## config.mk

```make
export PLATFORM = sky130hd
export DESIGN_NAME = div_32_bit_seq
export DESIGN_NICKNAME = d
export VERILOG_FILES = /design/src/rtl/div_32_bit_seq_pkg.sv /design/src/rtl/div_32_bit_seq_step.sv /design/src/rtl/div_32_bit_seq.sv
export SDC_FILE = /design/constraint.sdc
export NUM_CORES = 1
export LEC_CHECK = 0
export BUFFER_PORTS_ARGS = -buffer_cell sky130_fd_sc_hd__buf_4
export CORE_MARGIN = 1.5
export CORE_UTILIZATION = 39
export CTS_BUF_LIST = sky130_fd_sc_hd__clkbuf_4 sky130_fd_sc_hd__clkbuf_8 sky130_fd_sc_hd__clkbuf_16
export DETAILED_ROUTE_END_ITERATION = 10
export MAX_ROUTING_LAYER = met4
export SETUP_SLACK_MARGIN = 0.02
export SYNTH_ARGS = -nofsm -noshare
export SYNTH_HDL_FRONTEND = slang
export SYNTH_HIERARCHICAL = 1
export SYNTH_SLANG_ARGS = --single-unit
```

## constraint.sdc

```tcl
create_clock -name i_clk -period 3.8 [get_ports i_clk]
set_clock_uncertainty 0.05 [all_clocks]
set_input_delay 0 -clock i_clk [delete_from_list [all_inputs] [get_ports i_clk]]
set_output_delay 0 -clock i_clk [all_outputs]
set_load 0.05 [all_outputs]
```

## src/rtl/div_32_bit_seq_pkg.sv

```systemverilog
// Shared definitions for the sequential 32-bit divider: FSM state encoding,
// default widths and the divide-by-zero quotient.
package div_32_bit_seq_pkg;

  localparam int DIV_WIDTH = 32;
  localparam int DIV_CNT_W = 6;

  typedef enum logic [1:0] {
    ST_IDLE = 2'd0,
    ST_RUN  = 2'd1,
    ST_FIX  = 2'd2,
    ST_DONE = 2'd3
  } div_state_t;

  localparam logic [DIV_WIDTH-1:0] DIV_ZERO_Q = 32'hFFFF_FFFF;

endpackage

```

## src/rtl/div_32_bit_seq_step.sv

```systemverilog
// One restoring-division step: shift the next dividend bit into the partial
// remainder and subtract the divisor if it fits.
module div_32_bit_seq_step #(
  parameter int WIDTH = 32
) (
  input  logic [WIDTH-1:0] i_rem,
  input  logic [WIDTH-1:0] i_div,
  input  logic             i_bit,
  output logic [WIDTH-1:0] o_rem,
  output logic             o_qbit
);

  logic [WIDTH:0]   w_shift;
  logic [WIDTH-1:0] w_diff;

  // The shifted remainder needs WIDTH+1 bits once the divisor exceeds 2^(WIDTH-1);
  // when it fits, the difference is always below the divisor so WIDTH bits suffice.
  assign w_shift = {i_rem, i_bit};
  assign o_qbit  = (w_shift >= {1'b0, i_div});
  assign w_diff  = w_shift[WIDTH-1:0] - i_div;
  assign o_rem   = o_qbit ? w_diff : w_shift[WIDTH-1:0];

endmodule

```

## src/rtl/div_32_bit_seq.sv

```systemverilog
// Multi-cycle restoring divider producing quotient (LO) and remainder (HI).
// Define DIV_SIGNED_EN to honour i_is_signed (DIV); otherwise every op is DIVU.
//
// state   | meaning
// IDLE    | waiting for i_start; results held
// RUN     | one restoring step per cycle, WIDTH cycles
// FIX     | sign fix-up of quotient/remainder, register results
// DONE    | o_done pulse, back to IDLE
module div_32_bit_seq
  import div_32_bit_seq_pkg::*;
#(
  parameter int WIDTH = DIV_WIDTH,
  parameter int CNT_W = DIV_CNT_W
) (
  input  logic             i_clk,
  input  logic             i_rst_n,
  input  logic             i_start,
  input  logic             i_is_signed,
  input  logic [WIDTH-1:0] i_dividend,
  input  logic [WIDTH-1:0] i_divisor,
  output logic             o_busy,
  output logic             o_done,
  output logic [WIDTH-1:0] o_quotient,
  output logic [WIDTH-1:0] o_remainder,
  output logic             o_div_zero
);

  div_state_t       r_state;
  logic [CNT_W-1:0] r_cnt;
  logic [WIDTH-1:0] r_rem;
  logic [WIDTH-1:0] r_q;
  logic [WIDTH-1:0] r_d;

  logic [WIDTH-1:0] w_dvd_mag;
  logic [WIDTH-1:0] w_dvs_mag;
  logic [WIDTH-1:0] w_step_rem;
  logic             w_step_qbit;

`ifdef DIV_SIGNED_EN
  logic r_neg_q;
  logic r_neg_r;
  logic w_dvd_neg;
  logic w_dvs_neg;

  assign w_dvd_neg = i_is_signed & i_dividend[WIDTH-1];
  assign w_dvs_neg = i_is_signed & i_divisor[WIDTH-1];
  assign w_dvd_mag = w_dvd_neg ? -i_dividend : i_dividend;
  assign w_dvs_mag = w_dvs_neg ? -i_divisor : i_divisor;
`else
  logic w_unused_sign;

  assign w_unused_sign = i_is_signed;
  assign w_dvd_mag     = i_dividend;
  assign w_dvs_mag     = i_divisor;
`endif

  div_32_bit_seq_step #(.WIDTH(WIDTH)) u_step (
    .i_rem  (r_rem),
    .i_div  (r_d),
    .i_bit  (r_q[WIDTH-1]),
    .o_rem  (w_step_rem),
    .o_qbit (w_step_qbit)
  );

  always_ff @(posedge i_clk or negedge i_rst_n) begin
    if (!i_rst_n) begin
      r_state     <= ST_IDLE;
      r_cnt       <= '0;
      r_rem       <= '0;
      r_q         <= '0;
      r_d         <= '0;
      o_busy      <= 1'b0;
      o_done      <= 1'b0;
      o_quotient  <= '0;
      o_remainder <= '0;
      o_div_zero  <= 1'b0;
`ifdef DIV_SIGNED_EN
      r_neg_q     <= 1'b0;
      r_neg_r     <= 1'b0;
`endif
    end else begin
      case (r_state)
        ST_IDLE: begin
          o_done <= 1'b0;
          if (i_start) begin
            if (i_divisor == '0) begin
              o_quotient  <= DIV_ZERO_Q[WIDTH-1:0];
              o_remainder <= i_dividend;
              o_div_zero  <= 1'b1;
              o_done      <= 1'b1;
              r_state     <= ST_DONE;
            end else begin
              r_rem   <= '0;
              r_q     <= w_dvd_mag;
              r_d     <= w_dvs_mag;
              r_cnt   <= '0;
              o_busy  <= 1'b1;
              r_state <= ST_RUN;
`ifdef DIV_SIGNED_EN
              r_neg_q <= w_dvd_neg ^ w_dvs_neg;
              r_neg_r <= w_dvd_neg;
`endif
            end
          end
        end
        ST_RUN: begin
          r_rem <= w_step_rem;
          r_q   <= {r_q[WIDTH-2:0], w_step_qbit};
          r_cnt <= r_cnt + 1'b1;
          if (r_cnt == CNT_W'(WIDTH - 1)) begin
            r_state <= ST_FIX;
          end
        end
        ST_FIX: begin
          // Quotient negation wraps, so 0x8000_0000 / -1 yields 0x8000_0000.
`ifdef DIV_SIGNED_EN
          o_quotient  <= r_neg_q ? -r_q : r_q;
          o_remainder <= r_neg_r ? -r_rem : r_rem;
`else
          o_quotient  <= r_q;
          o_remainder <= r_rem;
`endif
          o_div_zero  <= 1'b0;
          o_done      <= 1'b1;
          o_busy      <= 1'b0;
          r_state     <= ST_DONE;
        end
        ST_DONE: begin
          o_done  <= 1'b0;
          r_state <= ST_IDLE;
        end
        default: begin
          o_done  <= 1'b0;
          o_busy  <= 1'b0;
          r_state <= ST_IDLE;
        end
      endcase
    end
  end

endmodule

```

======== Word-level counts from Yosys, hierarchy flattened ========
Cells that the tools add are included.
operators by class
  add/subtract/negate cells ............... 2
  $lt $le $gt $ge ......................... 1
  eq/ne operators ......................... 8
  multiplexer cells ....................... 29
  bitwise logic cells ..................... 1
  reduce and logical (&&, ||, !) cells .... 10
operators by type and width
  kind                                                             number
  32-bit two-way mux                                               9
  32-bit one-hot mux with 2 select lines                           4
  33-bit by 32-bit greater-or-equal comparator with 1-bit output   1
  32-bit zero test                                                 1
  32-bit subtractor                                                1
  6-bit two-way mux                                                2
  6-bit one-hot mux with 2 select lines                            1
  3-bit AND reduction                                              4
  2-bit inequality test, second input constant                     4
  2-bit one-hot mux with 4 select lines                            1
  6-bit by 1-bit adder with 6-bit output, second input constant    1
  6-bit by 5-bit == test with 1-bit output, second input constant  1
  1-bit two-way mux                                                6
  2-bit two-way mux                                                3
  2-bit == test, second input constant                             2
  1-bit one-hot mux with 2 select lines                            2
  2-bit nonzero test                                               2
  1-bit one-hot mux with 3 select lines                            1
  3-bit nonzero test                                               1
  2-bit by 1-bit == test with 1-bit output, second input constant  1
  2-bit zero test                                                  1
  2-bit AND reduction                                              1
  1-bit inverter                                                   1
word-level totals
  bits in registers ....................... 171
  input port bits ......................... 68
  output and inout bits ................... 67
  logic and storage cells ................. 61

======== Longest topological paths before layout ========
  depth in word-level cells ............... 4
  gate-level depth with buffers ........... 15

======== Hierarchy ========
Netlist, hierarchy kept.
by module, submodules not included
  module               times used  cells an instance  area an instance (µm²)  sequential area each (µm²)
  div_32_bit_seq       1           507                7370.8                  4279.1
  div_32_bit_seq_step  1           323                2331.0                  0.0

======== Least setup slack after synthesis ========
Ideal clock, no wire load.
  path kind ............................... reg2reg
  from .................................... register r_rem[6]
  to ...................................... register r_q[0]
  library setup time ...................... 125 ps
  arrival ................................. 2982 ps
  slack ................................... 644 ps
  stages on the path, launching flop included .. 14
  path buffers ............................ 2
  clock period less this slack ............ 3156 ps
  cells stage by stage .................... dfrtp_1 > ha_1 > a21oi_2 > a211oi_1 > or3_4 > nor4b_4 > o21ai_2 > a31oi_4 > o21a_4 > inv_2 > buf_6 > buf_12 > mux2_2 > mux2_2
on the way
  cells in the longest elaborated chain, start to end .. 2
ends and longest elaborated chain
  element                                                         RTL line                   RTL
  from (decl)                                                     div_32_bit_seq.sv:30       logic [WIDTH-1:0] r_rem;
  from (signal assigned)                                          div_32_bit_seq.sv:107      r_rem <= w_step_rem;
  33-bit by 32-bit greater-or-equal comparator with 1-bit output  div_32_bit_seq_step.sv:19  assign o_qbit = (w_shift >= {1'b0, i_div});
  via w_step_qbit                                                 div_32_bit_seq.sv:37       logic w_step_qbit;
  32-bit one-hot mux with 2 select lines                          div_32_bit_seq.sv:82       case (r_state)
  to (signal assigned)                                            div_32_bit_seq.sv:94       r_q <= w_dvd_mag;
  to (signal assigned)                                            div_32_bit_seq.sv:108      r_q <= {r_q[WIDTH-2:0], w_step_qbit};
  to (decl)                                                       div_32_bit_seq.sv:31       logic [WIDTH-1:0] r_q;
The timed path passes the listed nets, and every way through them passes these cells.
A chain may end at the register's enable or synchronous reset.

======== Worst setup path after layout ========
  from .................................... register r_rem[10]
  to ...................................... register r_q[0]
The elaborated chain is that of the path after synthesis.

==> run_results.csv <==
group,metric,value,unit
outcome,status,"finished, final reports clean",
floorplanning,initial_core_util,0.398,
timing,tightest_slew,0.964,ns
cells_and_area,diodes,0,
global_route,overflow,0,
logic_synthesis,yosys.area.top_type,"dfrtp_1",
setup_path,rrSetupSlack,0.32,ns
logic_synthesis,yosys_most_used_dff,"dfrtp_1",
floorplanning,pin_count,135,
placement,gp_congestion,0.900,
global_route,grt_antenna_before_repair,0,
timing,fin_crit_sh,0.916,
power,ir_drop,0.371,mV
logic_synthesis,yosys_warnings,6,
clocking,cts.path.max_buffers,2,
floorplanning,core_area,24400,sq um
cells_and_area,fin_nets,1124,
placement,placed_area,11000,sq um
cells_and_area,area_growth_syn_to_layout,25.9,%
timing,slew_viol_final,0,
timing,fmax,287,MHz
setup_path,rr_worst_depth,13,
logic_synthesis,syn_area,9700,sq um
logic_synthesis,synthCells,830,
detailed_routing,first_pass_iters,4,
detailed_routing,wl_per_cell,18.0,um
global_route,grt_pass1_vias,7104,
cells_and_area,finalInstanceArea,12200,sq um
setup_path,end_kind,"flop",
setup_path,r2r-end,"r_q[0]$_DFFE_PN0P_",
global_route,grt_pass1_wl,39500,um
setup_path,cp_num_buf_inv,3,
setup_path,crit_type,"reg2reg",
setup_path,crit_fanout,21,
detailed_routing,drc,0,
setup_path,crit_end,"r_q[0]$_DFFE_PN0P_",
logic_synthesis,yosys.area.top_type_share,0.441,
global_route,grt_usage,0.200,
timing,setup_viol,0,
cells_and_area,drive_above_1_share,0.331,
setup_path,reg2reg_from,"r_rem[10]$_DFFE_PN0P_",
clocking,cts_buffers,17,
floorplanning,design.die.area,25800,sq um
detailed_routing,ant_nets,0,
timing,setup-tns-final,0,ns
setup_path,cp_slowest_stage_delay,0.42,ns
clocking,path_clk_slew,0.07,ns
detailed_routing,routed_wl,24400,um
clocking,cts_tree,"done",
clocking,htreeDepth,4,
timing,finalCriticalPeriod,3.48,ns
clocking,cts_root_buf,"clkbuf_16",
logic_synthesis,synth_seq_cells,171,
setup_path,path_cells,"ha_1 -> nand4_1 -> nor3_1 -> buf_4 -> a31o_2 -> nor4b_4 -> o21ai_2 -> a31oi_4 -> o21a_4 -> inv_2 -> buf_12 -> mux2_2 -> mux2_2",
power,powerDensity,783,nW/um^2
timing,finalHoldViolCount,0,
setup_path,cp_common_cell,"mux2_2",
floorplanning,fp.dieH,161,um
placement,dpl.hpwl,18000,um
clocking,clk_latency,0.43,ns
detailed_routing,vias,7132,
logic_synthesis,ys_seq_area_frac,0.441,
logic_synthesis,synth.distinct_cells,69,
detailed_routing,viasPerCell,5.27,
setup_path,worstSetupPathDepth,13,
setup_path,required,4.07,ns
logic_synthesis,synthArstFlopShare,1.00,
clocking,cts_sinks,171,
setup_path,cp_top_family,"compound AO/OA/AOI/OAI gates",
setup_path,startpoint_type,"flop",
job,cap_violations,0,
floorplanning,rows,57,
setup_path,setup.worst_path.start,"r_rem[10]$_DFFE_PN0P_",
placement,io_buffer_count,133,
setup_path,worstPathArrival,3.75,ns
logic_synthesis,synth_most_common_cell,"dfrtp_1",
logic_synthesis,postSynthAreaPerCell,11.7,sq um
power,p_leak,5.66,nW
global_route,grt_max_degree,102,
detailed_routing,drt_iter0_drc,446,
setup_path,critPathSlowestCell,"dfrtp_1",
timing,slew_headroom,0.357,
logic_synthesis,synth-edff-count,0,
logic_synthesis,synthTopCellsByArea,"dfrtp_1 44%, mux2_2 9.6%, mux2_4 6.8%",
logic_synthesis,synth_commonest_cells,"171 x dfrtp_1, 83 x mux2_2, 44 x inv_1, 44 x mux2_4",
logic_synthesis,syn_nets,937,
min_path,hp-class,"in2async",
floorplanning,die_x,161,um
timing,rsz0062_at_grt,"false",
cells in the final DEF (no fill, tap or decap), types with 12 or more instances in the layout:
cell type / n
ha_1: 38
clkbuf_16: 17
buf_4: 149
dfrtp_1: 171
xnor2_1: 18
nor2_1: 29
inv_1: 44
a221o_1: 31
o21ai_0: 19
nand2_1: 31
nand4_1: 12
a21oi_1: 28
dlygate4sd3_1: 66
and2_0: 26
mux2_2: 83
mux2_4: 44
o22a_1: 32
a22o_1: 38
sequential cells by signal, indices dropped and copies added (netlist names):
name	count
r_q	32
r_d	32
o_busy	1
o_div_zero	1
r_cnt	6
o_remainder	32
r_state	2
o_quotient	32
o_done	1
r_rem	32
final cells by class:
type                    count  area, sq um
fillers                  2217        12200
multi-input cells         565         4960
flip-flops and latches    171         4280
repair buffers            217         1810
clock buffers              19          453
well taps                 324          405
inverters                  45          169
clock inverters            13          130
where the power goes:
part / internal [mW] / switching [mW]
Clock: 0.902 / 0.801
Combinational: 2.25 / 2.69
Sequential: 2.46 / 0.471
cell families (layout without fill, tap and decap cells):
family          Yosys count  after routing  share of synthesized area
compound gates          208            208                      0.171
flops                   171            171                      0.441
simple gates            161            161                     0.0960
mux                     131            131                      0.169
buf+inv                  94            294                     0.0493
fa+ha+maj                39             39                     0.0511
xor+xnor                 26             26                     0.0235
routing by layer:
metal | track usage | vias to the layer above | wire (um)
met3 | 0.0274 | 23 | 922
met2 | 0.298 | 158 | 10900
met4 | 0.0636 | 0 | 446
met1 | 0.282 | 3483 | 12100
li1 | - | 3468 | -
met5 | - | - | 0
stage by stage:
stage | hold WS, ns | power, mW | worst slack, ns | utilization | std cells
after global routing | 0.269 | 10.2 | 0.204 | 0.501 | 1354
final | 0.183 | 9.57 | 0.318 | 0.501 | 1354
after detailed placement | 0.137 | 7.85 | 0.361 | 0.450 | 1256
after global placement | 0.135 | 7.78 | 0.374 | 0.450 | 1256
after CTS | 0.241 | 9.64 | 0.313 | 0.501 | 1354
after floorplan | -0.346 | 6.74 | 0.644 | - | 830
how the worst min path moves through the flow:
stage / from / end / slack, ns / cells after the start
6_report: i_rst_n / r_rem[5]$_DFFE_PN0P_ / 0.18 / 2
3_3_place_gp: i_rst_n / r_d[5]$_DFFE_PN0P_ / 0.14 / 1
5_1_grt: i_rst_n / r_rem[4]$_DFFE_PN0P_ / 0.27 / 2
2_1_floorplan: i_rst_n / o_busy$_DFFE_PN0P_ / -0.35 / 0
4_1_cts: i_rst_n / r_rem[4]$_DFFE_PN0P_ / 0.24 / 2
3_5_place_dp: i_rst_n / r_rem[4]$_DFFE_PN0P_ / 0.14 / 1
timing repair:
| item | CTS | global route |
|---|---|---|
| setup buffers | 0 | 0 |
| endpoints found under the hold margin | 197 | 0 |
| hold buffers | 66 | 0 |
| resized for setup | 0 | 0 |
(Power assumes the default switching activity.)
